===== src/rtl/lab5_pkg.sv =====
// Shared constants, FSM state type and small input-conditioning helpers for
// the lab 5 LFSR encryption stage.
package lab5_pkg;

  localparam int MSG_LEN  = 64;
  localparam int ENC_BASE = 64;

  localparam logic [7:0] PAD_CHAR = 8'h5F;
  localparam logic [7:0] PRE_MIN  = 8'd7;
  localparam logic [7:0] PRE_MAX  = 8'd12;

  // The six maximal-length tap patterns for a 6-bit LFSR.
  localparam logic [5:0] LFSR_ptrn [6] = '{6'h21, 6'h2D, 6'h30, 6'h33, 6'h36, 6'h39};

  typedef enum logic [1:0] {
    RESET = 2'd0,
    LOAD  = 2'd1,
    RUN   = 2'd2,
    FIN   = 2'd3
  } state_t;

  // Out-of-range pattern indices fall back to pattern 0.
  function automatic logic [5:0] taps_for(input logic [2:0] sel);
    logic [2:0] idx;
    idx = (sel > 3'd5) ? 3'd0 : sel;
    return LFSR_ptrn[idx];
  endfunction

  // An all-zero state would lock the LFSR, so it is replaced by 1.
  function automatic logic [5:0] fix_seed(input logic [5:0] s);
    return (s == 6'h00) ? 6'h01 : s;
  endfunction

  function automatic logic [7:0] clamp_pre(input logic [7:0] len);
    if (len < PRE_MIN) return PRE_MIN;
    if (len > PRE_MAX) return PRE_MAX;
    return len;
  endfunction

endpackage


===== src/rtl/dat_mem.sv =====
// 256x8 data memory: combinational read, synchronous write. No reset, so
// contents survive a block reset.
module dat_mem (
  input  logic       clk,
  input  logic       write_en,
  input  logic [7:0] raddr,
  input  logic [7:0] waddr,
  input  logic [7:0] data_in,
  output logic [7:0] data_out
);

  logic [7:0] mem [256];

  always_ff @(posedge clk) begin
    if (write_en) mem[waddr] <= data_in;
  end

  assign data_out = mem[raddr];

endmodule


===== src/rtl/lfsr6.sv =====
// 6-bit Fibonacci-style LFSR: shift left, feedback is the parity of the
// tapped bits. init loads start and takes priority over en.
module lfsr6 (
  input  logic       clk,
  input  logic       en,
  input  logic       init,
  input  logic [5:0] taps,
  input  logic [5:0] start,
  output logic [5:0] state
);

  always_ff @(posedge clk) begin
    if (init) begin
      state <= start;
    end else if (en) begin
      state <= {state[4:0], ^(state & taps)};
    end
  end

endmodule


===== src/rtl/lfsr_encrypt5.sv =====
// Encrypts a preamble-padded message from mem[0..] into mem[ENC_BASE..]
// using one of six 6-bit LFSR keystreams.
module lfsr_encrypt5
  import lab5_pkg::*;
#(
  parameter int MSG_LEN  = lab5_pkg::MSG_LEN,
  parameter int ENC_BASE = lab5_pkg::ENC_BASE
) (
  input  logic       clk,
  input  logic       init,
  input  logic [2:0] pat_sel,
  input  logic [5:0] seed,
  input  logic [7:0] pre_len,
  output logic       done,
  output logic [1:0] state_dbg
);

  localparam logic [6:0] K_LAST = 7'(MSG_LEN - 1);
  localparam logic [7:0] BASE8  = 8'(ENC_BASE);

  // Handshake-free block: init is the only control input; done is a level
  // that stays high from the last write until init is raised again.

  state_t     state, state_nxt;
  logic [6:0] k_q;
  logic [5:0] taps_q;
  logic [7:0] pl_q;

  logic       write_en;
  logic       lfsr_en;
  logic       lfsr_load;
  logic       lfsr_init;
  logic [5:0] lfsr_start;
  logic [5:0] lfsr_state;

  logic       in_pad;
  logic [7:0] raddr;
  logic [7:0] waddr;
  logic [7:0] rdata;
  logic [7:0] plain;
  logic [7:0] wdata;

  // ---- FSM: state register ----
  always_ff @(posedge clk) begin
    if (init) state <= RESET;
    else      state <= state_nxt;
  end

  // ---- FSM: next state ----
  always_comb begin
    state_nxt = state;
    case (state)
      RESET:   state_nxt = LOAD;
      LOAD:    state_nxt = RUN;
      RUN:     state_nxt = (k_q == K_LAST) ? FIN : RUN;
      FIN:     state_nxt = FIN;
      default: state_nxt = RESET;
    endcase
  end

  // ---- FSM: outputs ----
  always_comb begin
    write_en  = 1'b0;
    lfsr_en   = 1'b0;
    lfsr_load = 1'b0;
    done      = 1'b0;
    case (state)
      LOAD:    lfsr_load = 1'b1;
      RUN: begin
        write_en = 1'b1;
        lfsr_en  = 1'b1;
      end
      FIN:     done = 1'b1;
      default: ;
    endcase
  end

  assign state_dbg = state;

  // ---- Configuration latch and byte counter ----
  always_ff @(posedge clk) begin
    if (init) begin
      k_q    <= '0;
      taps_q <= '0;
      pl_q   <= '0;
    end else begin
      if (state == LOAD) begin
        taps_q <= taps_for(pat_sel);
        pl_q   <= clamp_pre(pre_len);
        k_q    <= '0;
      end else if (state == RUN && k_q != K_LAST) begin
        k_q <= k_q + 7'd1;
      end
    end
  end

  // init also clears the LFSR so every block register reads 0 in RESET.
  assign lfsr_init  = init | lfsr_load;
  assign lfsr_start = init ? 6'h00 : fix_seed(seed);

  lfsr6 u_lfsr (
    .clk   (clk),
    .en    (lfsr_en),
    .init  (lfsr_init),
    .taps  (taps_q),
    .start (lfsr_start),
    .state (lfsr_state)
  );

  // ---- Datapath: plain byte selection and keystream XOR ----
  assign in_pad = ({1'b0, k_q} < pl_q);
  assign raddr  = in_pad ? 8'h00 : ({1'b0, k_q} - pl_q);
  assign plain  = in_pad ? PAD_CHAR : rdata;
  assign wdata  = plain ^ {2'b00, lfsr_state};
  assign waddr  = BASE8 + {1'b0, k_q};

  dat_mem u_mem (
    .clk      (clk),
    .write_en (write_en),
    .raddr    (raddr),
    .waddr    (waddr),
    .data_in  (wdata),
    .data_out (rdata)
  );

endmodule


===== config.mk =====
export PLATFORM = sky130hd
export DESIGN_NAME = lfsr_encrypt5
export DESIGN_NICKNAME = d
export VERILOG_FILES = /design/src/rtl/lab5_pkg.sv /design/src/rtl/dat_mem.sv /design/src/rtl/lfsr6.sv /design/src/rtl/lfsr_encrypt5.sv
export SDC_FILE = /design/constraint.sdc
export NUM_CORES = 1
export LEC_CHECK = 0
export CELL_PAD_IN_SITES_DETAIL_PLACEMENT = 1
export CELL_PAD_IN_SITES_GLOBAL_PLACEMENT = 1
export CORE_MARGIN = 2
export CORE_UTILIZATION = 25
export CTS_CLUSTER_DIAMETER = 80
export DETAILED_ROUTE_END_ITERATION = 16
export PLACE_DENSITY = 0.79
export SLEW_MARGIN = 10
export SYNTH_ARGS = -nofsm -noshare
export SYNTH_HDL_FRONTEND = slang
export SYNTH_HIERARCHICAL = 1
export SYNTH_SLANG_ARGS = --single-unit

===== constraint.sdc =====
create_clock -name clk -period 1.54 [get_ports clk]
set_clock_uncertainty 0.15 [all_clocks]
set_input_delay 0.308 -clock clk [delete_from_list [all_inputs] [get_ports clk]]
set_output_delay 0.308 -clock clk [all_outputs]
set_load 0.01 [all_outputs]

==> impl_metrics.toml, run 1 <==
[worst_setup_path]
ff2ff_path_depth = 5
crit_path_end_kind = "output port"
regToRegSetupSlack_ns = 0.09
path_class = "reg2out"
r2r_end = "k_q[1]$_SDFFE_PP0P_"
cp.arrival_ns = 1.02
worstPathRequired_ns = 1.08
r2r_start = "k_q[1]$_SDFFE_PP0P_"
cp_max_fo = 9
startpoint_type = "flop"

[run]
cap_violations = 0

[floorplan]
die_w_um = 47.95
core.rowCount = 15
fp.dieArea_mm2 = 0.002299
io_pins = 22
core_mm2 = 0.001764
initial_core_util_pct = 27.38
die_h_um = 47.95

[synth]
synth_common_cells = "dfxtp_1, a21oi_1"
synth_edf_count = 0
synth_area_um2 = 483.0
yosysWarnings = 6
seq_area_frac_synth_pct = 37.31
syn_inst = 52
synth_area_leaders = "dfxtp_1, o2111a_1, a21oi_1, and4b_1, nand3_1"
synth_top_area_share_pct = 37.31
synth_seq_cells = 9
yosysMostFrequentCell = "dfxtp_1"
ys.flop_type = "dfxtp_1"
synth_area_per_cell_um2 = 9.288
syn-num-nets = 72
synth_cell_types = 27
async_flop_share_pct = 0
yosys.area.top_type = "dfxtp_1"

[route]
remaining_drc_errors = 0
routed_wl_um = 1340
first_pass_iters = 4
postRouteAntennaNets = 0
drt_iter0_drc = 3
via_per_inst = 5.198
via_count = 473
routedWlPerCell_um = 14.73

[pwr]
sw_frac_of_total_pct = 27.81
fin_total_pwr_mw = 0.5451
power_frac_clock_pct = 34.3
ir_drop_mv = 0.3951
power_density_mw_per_mm2 = 839.5
pwr-share-comb_pct = 19.8
seq_power_share_pct = 45.9
internal_power_mw = 0.3936
p_sw_mw = 0.1516
p_leak_nw = 0.2773

[sta]
fmax_mhz = 677.5
finalCritPeriodShare_pct = 95.84
finalSetupViolations = 0
hold_viol_final = 0
slew_headroom_pct = 63.87
final-max-slew-violation-count = 0
fin_setup_tns_ns = 0
fin_crit_ns = 1.476
worst_slack_ns = 0.06400
max_slew.worst_pin.slew_ns = 0.5363

[placement]
dp_hpwl_um = 988.2
numPortBuffers = 4
dpl_cell_area_um2 = 601.8
pre_cts_ws_ns = -0.03286
place.gp.congestion = 0.7946
dp_cells = 87

[grt]
grt_max_degree = 10
overflow = 0
grt_usage_pct = 15.27
grt_pass1_wl_um = 2318
antenna_found_initial = 0
grt_pass1_vias = 476

[layout]
synthToLayoutAreaGrowth_pct = 34.46
fin_nets = 87
final_area_um2 = 649.4
layout-drive-gt1-share_pct = 25.76
layout.cells.non_filler = 91
n_antenna_cell = 0

[cts]
h-tree-depth = 1
cts_tree = "yes"
cts_sinks = 9
clk_latency_ns = 0.26
max-clock-path-buffers = 2
root_buffer = "clkbuf_4"
clk_pin_slew_ns = 0.07
cts_hold_buffers = 0
cts_setup_buffers = 0
cts_made_buffers = 3

[hold_path]
hold_end = "k_q[6]$_SDFFE_PP0P_"
hold_class = "reg2reg"
hp-start = "k_q[6]$_SDFFE_PP0P_"
min_path_cells = 1

[status]
status = "finished clean"
-- metal layers --
layer	vias up	part of all wire (%)	GRT usage, %
li1	236	-	-
met1	229	44	18.43
met2	6	54	25.07
met3	2	0.97	2.264
met4	0	1.0	9.730
met5	-	0	0
-- metrics by stage --
stage	hold WS, ns	utilization [%]
2_1_floorplan	0.2271	-
3_3_place_gp	0.3377	34.11
3_5_place_dp	0.3445	34.11
4_1_cts	0.3538	35.89
5_1_grt	0.3800	36.81
6_report	0.3580	36.81
-- layout make-up --
type	instances	area, um2
fill	223	1115
multi-input combinational	38	306.5
sequential	9	180.2
timing repair buffer	12	93.84
tap	25	31.28
clock buffer	4	26.28
inverter	3	11.26
-- cell usage in the layout (no fill, tap or decap), types with 3 or more instances in the layout --
cell      n
nand3_1   3
o2111a_1  3
clkbuf_4  3
dfxtp_1   9
inv_1     3
a21oi_1   6
buf_4     8
and4b_1   3
-- critical path: stages, from the launching register on --
cell and delay, ns:
dfxtp_1 0.33, buf_4 0.17, clkdlybuf4s15_1 0.26
-- cells by family after synthesis --
kind of cell,share of synthesized area [%]
AOI/OAI and AO/OA,24.87
xor gates and xnor gates,1.814
adders and majority gates,2.590
muxes,2.331
buffers and inverters,4.922
DFF,37.31
and+or+nand+nor,26.17
-- worst max-delay path by stage --
stage	startpoint	to	cells past startpoint
floorplan	k_q[0]$_SDFFE_PP0P_	k_q[3]$_SDFFE_PP0P_	4
CTS	state_dbg[1]$_SDFF_PP0_	state_dbg[1]	2
detailed placement	k_q[0]$_SDFFE_PP0P_	k_q[1]$_SDFFE_PP0P_	5
global route	state_dbg[0]$_SDFF_PP0_	k_q[4]$_SDFFE_PP0P_	4
finish	state_dbg[1]$_SDFF_PP0_	state_dbg[1]	2
global placement	k_q[0]$_SDFFE_PP0P_	k_q[1]$_SDFFE_PP0P_	5
-- power groups by stage --
stage | Sequential, mW | Combinational (mW) | Clock (mW)
floorplan | 0.261 | 0.0423 | 0
global placement | 0.253 | 0.103 | 0
detailed placement | 0.254 | 0.108 | 0
CTS | 0.249 | 0.105 | 0.194
global route | 0.252 | 0.119 | 0.207
finish | 0.250 | 0.108 | 0.187
-- flip-flops by register name, indices dropped and copies added (netlist names) --
name / cells
k_q: 7
state_dbg: 2
-- timing repair --
item                                    in CTS  in global routing
hold endpoints to repair                     0                  0
pin swaps                                    0                  1
gates resized for setup                      5                  6
endpoints found under the setup margin       6                  6
No activity file was read; power rests on OpenSTA's default activity.
==> run 2, diff against run 1 <==
--- a/config.mk
+++ b/config.mk
@@ -13,2 +13,3 @@
 export DETAILED_ROUTE_END_ITERATION = 16
+export GPL_ROUTABILITY_DRIVEN = 0
 export PLACE_DENSITY = 0.79
==> constraint.sdc (replaced) <==
create_clock -name clk -period 1.54 [get_ports clk]
set_clock_uncertainty 0.15 [all_clocks]
set_input_delay 0.154 -clock clk [delete_from_list [all_inputs] [get_ports clk]]
set_output_delay 0.154 -clock clk [all_outputs]
set_load 0.01 [all_outputs]
==> run 2 against run 1 <==
Against the previous run:
- final cell count stayed put
- clock power is 3% higher
- core utilization is 0.50 points lower
- combinational power is 6% lower
- die area stayed put
- hold slack better by 0.0016 ns
- register-to-register slack hardly changed
- largest power group unchanged
- highest routed layer is now met3
==> impl_metrics.toml, run 2 (synthesis gave the netlist of run 1 again) <==
[worst_setup_path]
path_class = "reg2out"
cp-startpoint = "state_dbg[0]$_SDFF_PP0_"
worstPathRequired_ns = 1.24
startpoint_type = "flop"
cp_num_buf_inv = 1
cp_top_family = "buffers and inverters"
cp.arrival_ns = 1.19
crit_chain = "clkdlybuf4s50_1"
cp_max_fo = 6
slowest_stage = "clkdlybuf4s50_1"
critPathMaxStageDelay_ns = 0.55
crit_path_end_kind = "output port"
r2r_start = "k_q[0]$_SDFFE_PP0P_"

[pwr]
power_density_mw_per_mm2 = 855.8
sw_frac_of_total_pct = 28.24
fin_total_pwr_mw = 0.5483
seq_power_share_pct = 46.5
ir_drop_mv = 0.4735
power_frac_clock_pct = 35.1
p_leak_nw = 0.2595
internal_power_mw = 0.3934
p_sw_mw = 0.1548
pwr-share-comb_pct = 18.4

[layout]
layout.cells.non_filler = 91
layout_common_cells = "dfxtp_1, buf_4, a21oi_1"
layout-drive-gt1-share_pct = 24.24
fin_nets = 87
largest_register_ffs = 7
finish.utilization_pct = 36.31
synthToLayoutAreaGrowth_pct = 32.64
fillCellCount = 223
n_antenna_cell = 0
max_flop_register = "k_q"

[grt]
grt_usage_pct = 13.37
grt-busiest-layer = "met2"
use_met1_pct = 16.44
antenna_found_initial = 0
grt_max_degree = 12
grt_pass1_wl_um = 2083
grt.met2_usage_pct = 22.40
grt_pass1_vias = 443
overflow = 0
grt_use_met3_pct = 2.264

[sta]
worst_slack_ns = 0.04148
finalCritPeriodShare_pct = 97.31
final-max-slew-violation-count = 0
fmax_mhz = 667.3
max_slew.worst_pin.slew_ns = 0.2243
hold_viol_final = 0
finalSetupViolations = 0
fin_setup_tns_ns = 0
slew_headroom_pct = 84.81
rsz0062_at_grt = "false"
fin_crit_ns = 1.499

[cts]
clk_pin_slew_ns = 0.07
cts_tree = "yes"
clk_latency_ns = 0.26
cts_hold_buffers = 0
h-tree-depth = 1
root_buffer = "clkbuf_4"
max-clock-path-buffers = 2
cts_made_buffers = 3
cts_sinks = 9

[route]
routed_wl_um = 1267
via_per_inst = 5.275
postRouteAntennaNets = 0
routedWlPerCell_um = 13.92
drt_iter0_drc = 9
first_pass_iters = 4
via_count = 480
remaining_drc_errors = 0

[hold_path]
hold_class = "reg2reg"
hp-start = "k_q[6]$_SDFFE_PP0P_"

[placement]
pre_cts_ws_ns = -0.003018
dp_hpwl_um = 902.7
numPortBuffers = 4
dp_cells = 87

[floorplan]
initial_core_util_pct = 27.38
die_w_um = 47.95
io_pins = 22
core_mm2 = 0.001764
die_h_um = 47.95
core.rowCount = 15
fp.dieArea_mm2 = 0.002299

[run]
cap_violations = 0

[status]
status = "finished clean"
[run 2: per-stage QoR]
stage               cell area [um2]  hold WS (ns)
detailed placement            601.8        0.3491
global placement              601.8        0.3405
finish                        640.6        0.3596
global route                  640.6        0.3794
CTS                           630.6        0.3593
floorplan                     483.0       0.07307
[run 2: path summary, 6_finish.rpt]
| check | to | slack (ns) | cells past startpoint |
|---|---|---|---|
| max | state_dbg[0] | 0.04 | 1 |
| min | k_q[6]$_SDFFE_PP0P_ | 0.36 | 1 |
| max reg2reg | k_q[3]$_SDFFE_PP0P_ | 0.08 | 4 |
| min reg2reg | k_q[6]$_SDFFE_PP0P_ | 0.36 | 1 |
[run 2: routing by layer]
metal / wire length, um / vias to the layer above
met2: 670 / 6
met5: 0 / -
met4: 0 / 0
li1: - / 235
met1: 577 / 239
met3: 19 / 0
[run 2: power groups by stage]
stage | Clock (mW) | Sequential [mW] | Combinational (mW)
floorplan | 0 | 0.261 | 0.0423
detailed placement | 0 | 0.258 | 0.0987
global route | 0.210 | 0.257 | 0.111
global placement | 0 | 0.257 | 0.0948
CTS | 0.198 | 0.254 | 0.0993
finish | 0.192 | 0.255 | 0.101
[run 2: final cells by class]
type                            instances  area, um2  share of cell area [%]
Timing Repair Buffer                   12      98.84                   15.43
Sequential cell                         9      181.4                   28.32
Multi-Input combinational cell         38      291.5                   45.51
Inverter                                3      11.26                   1.758
Tap cell                               25      31.28                   4.883
Clock buffer                            4      26.28                   4.102
[run 2: what timing repair did]
item / in CTS / in global routing
buffers inserted: 0 / 0
setup endpoints to repair: 3 / 3
resized for setup: 3 / 2
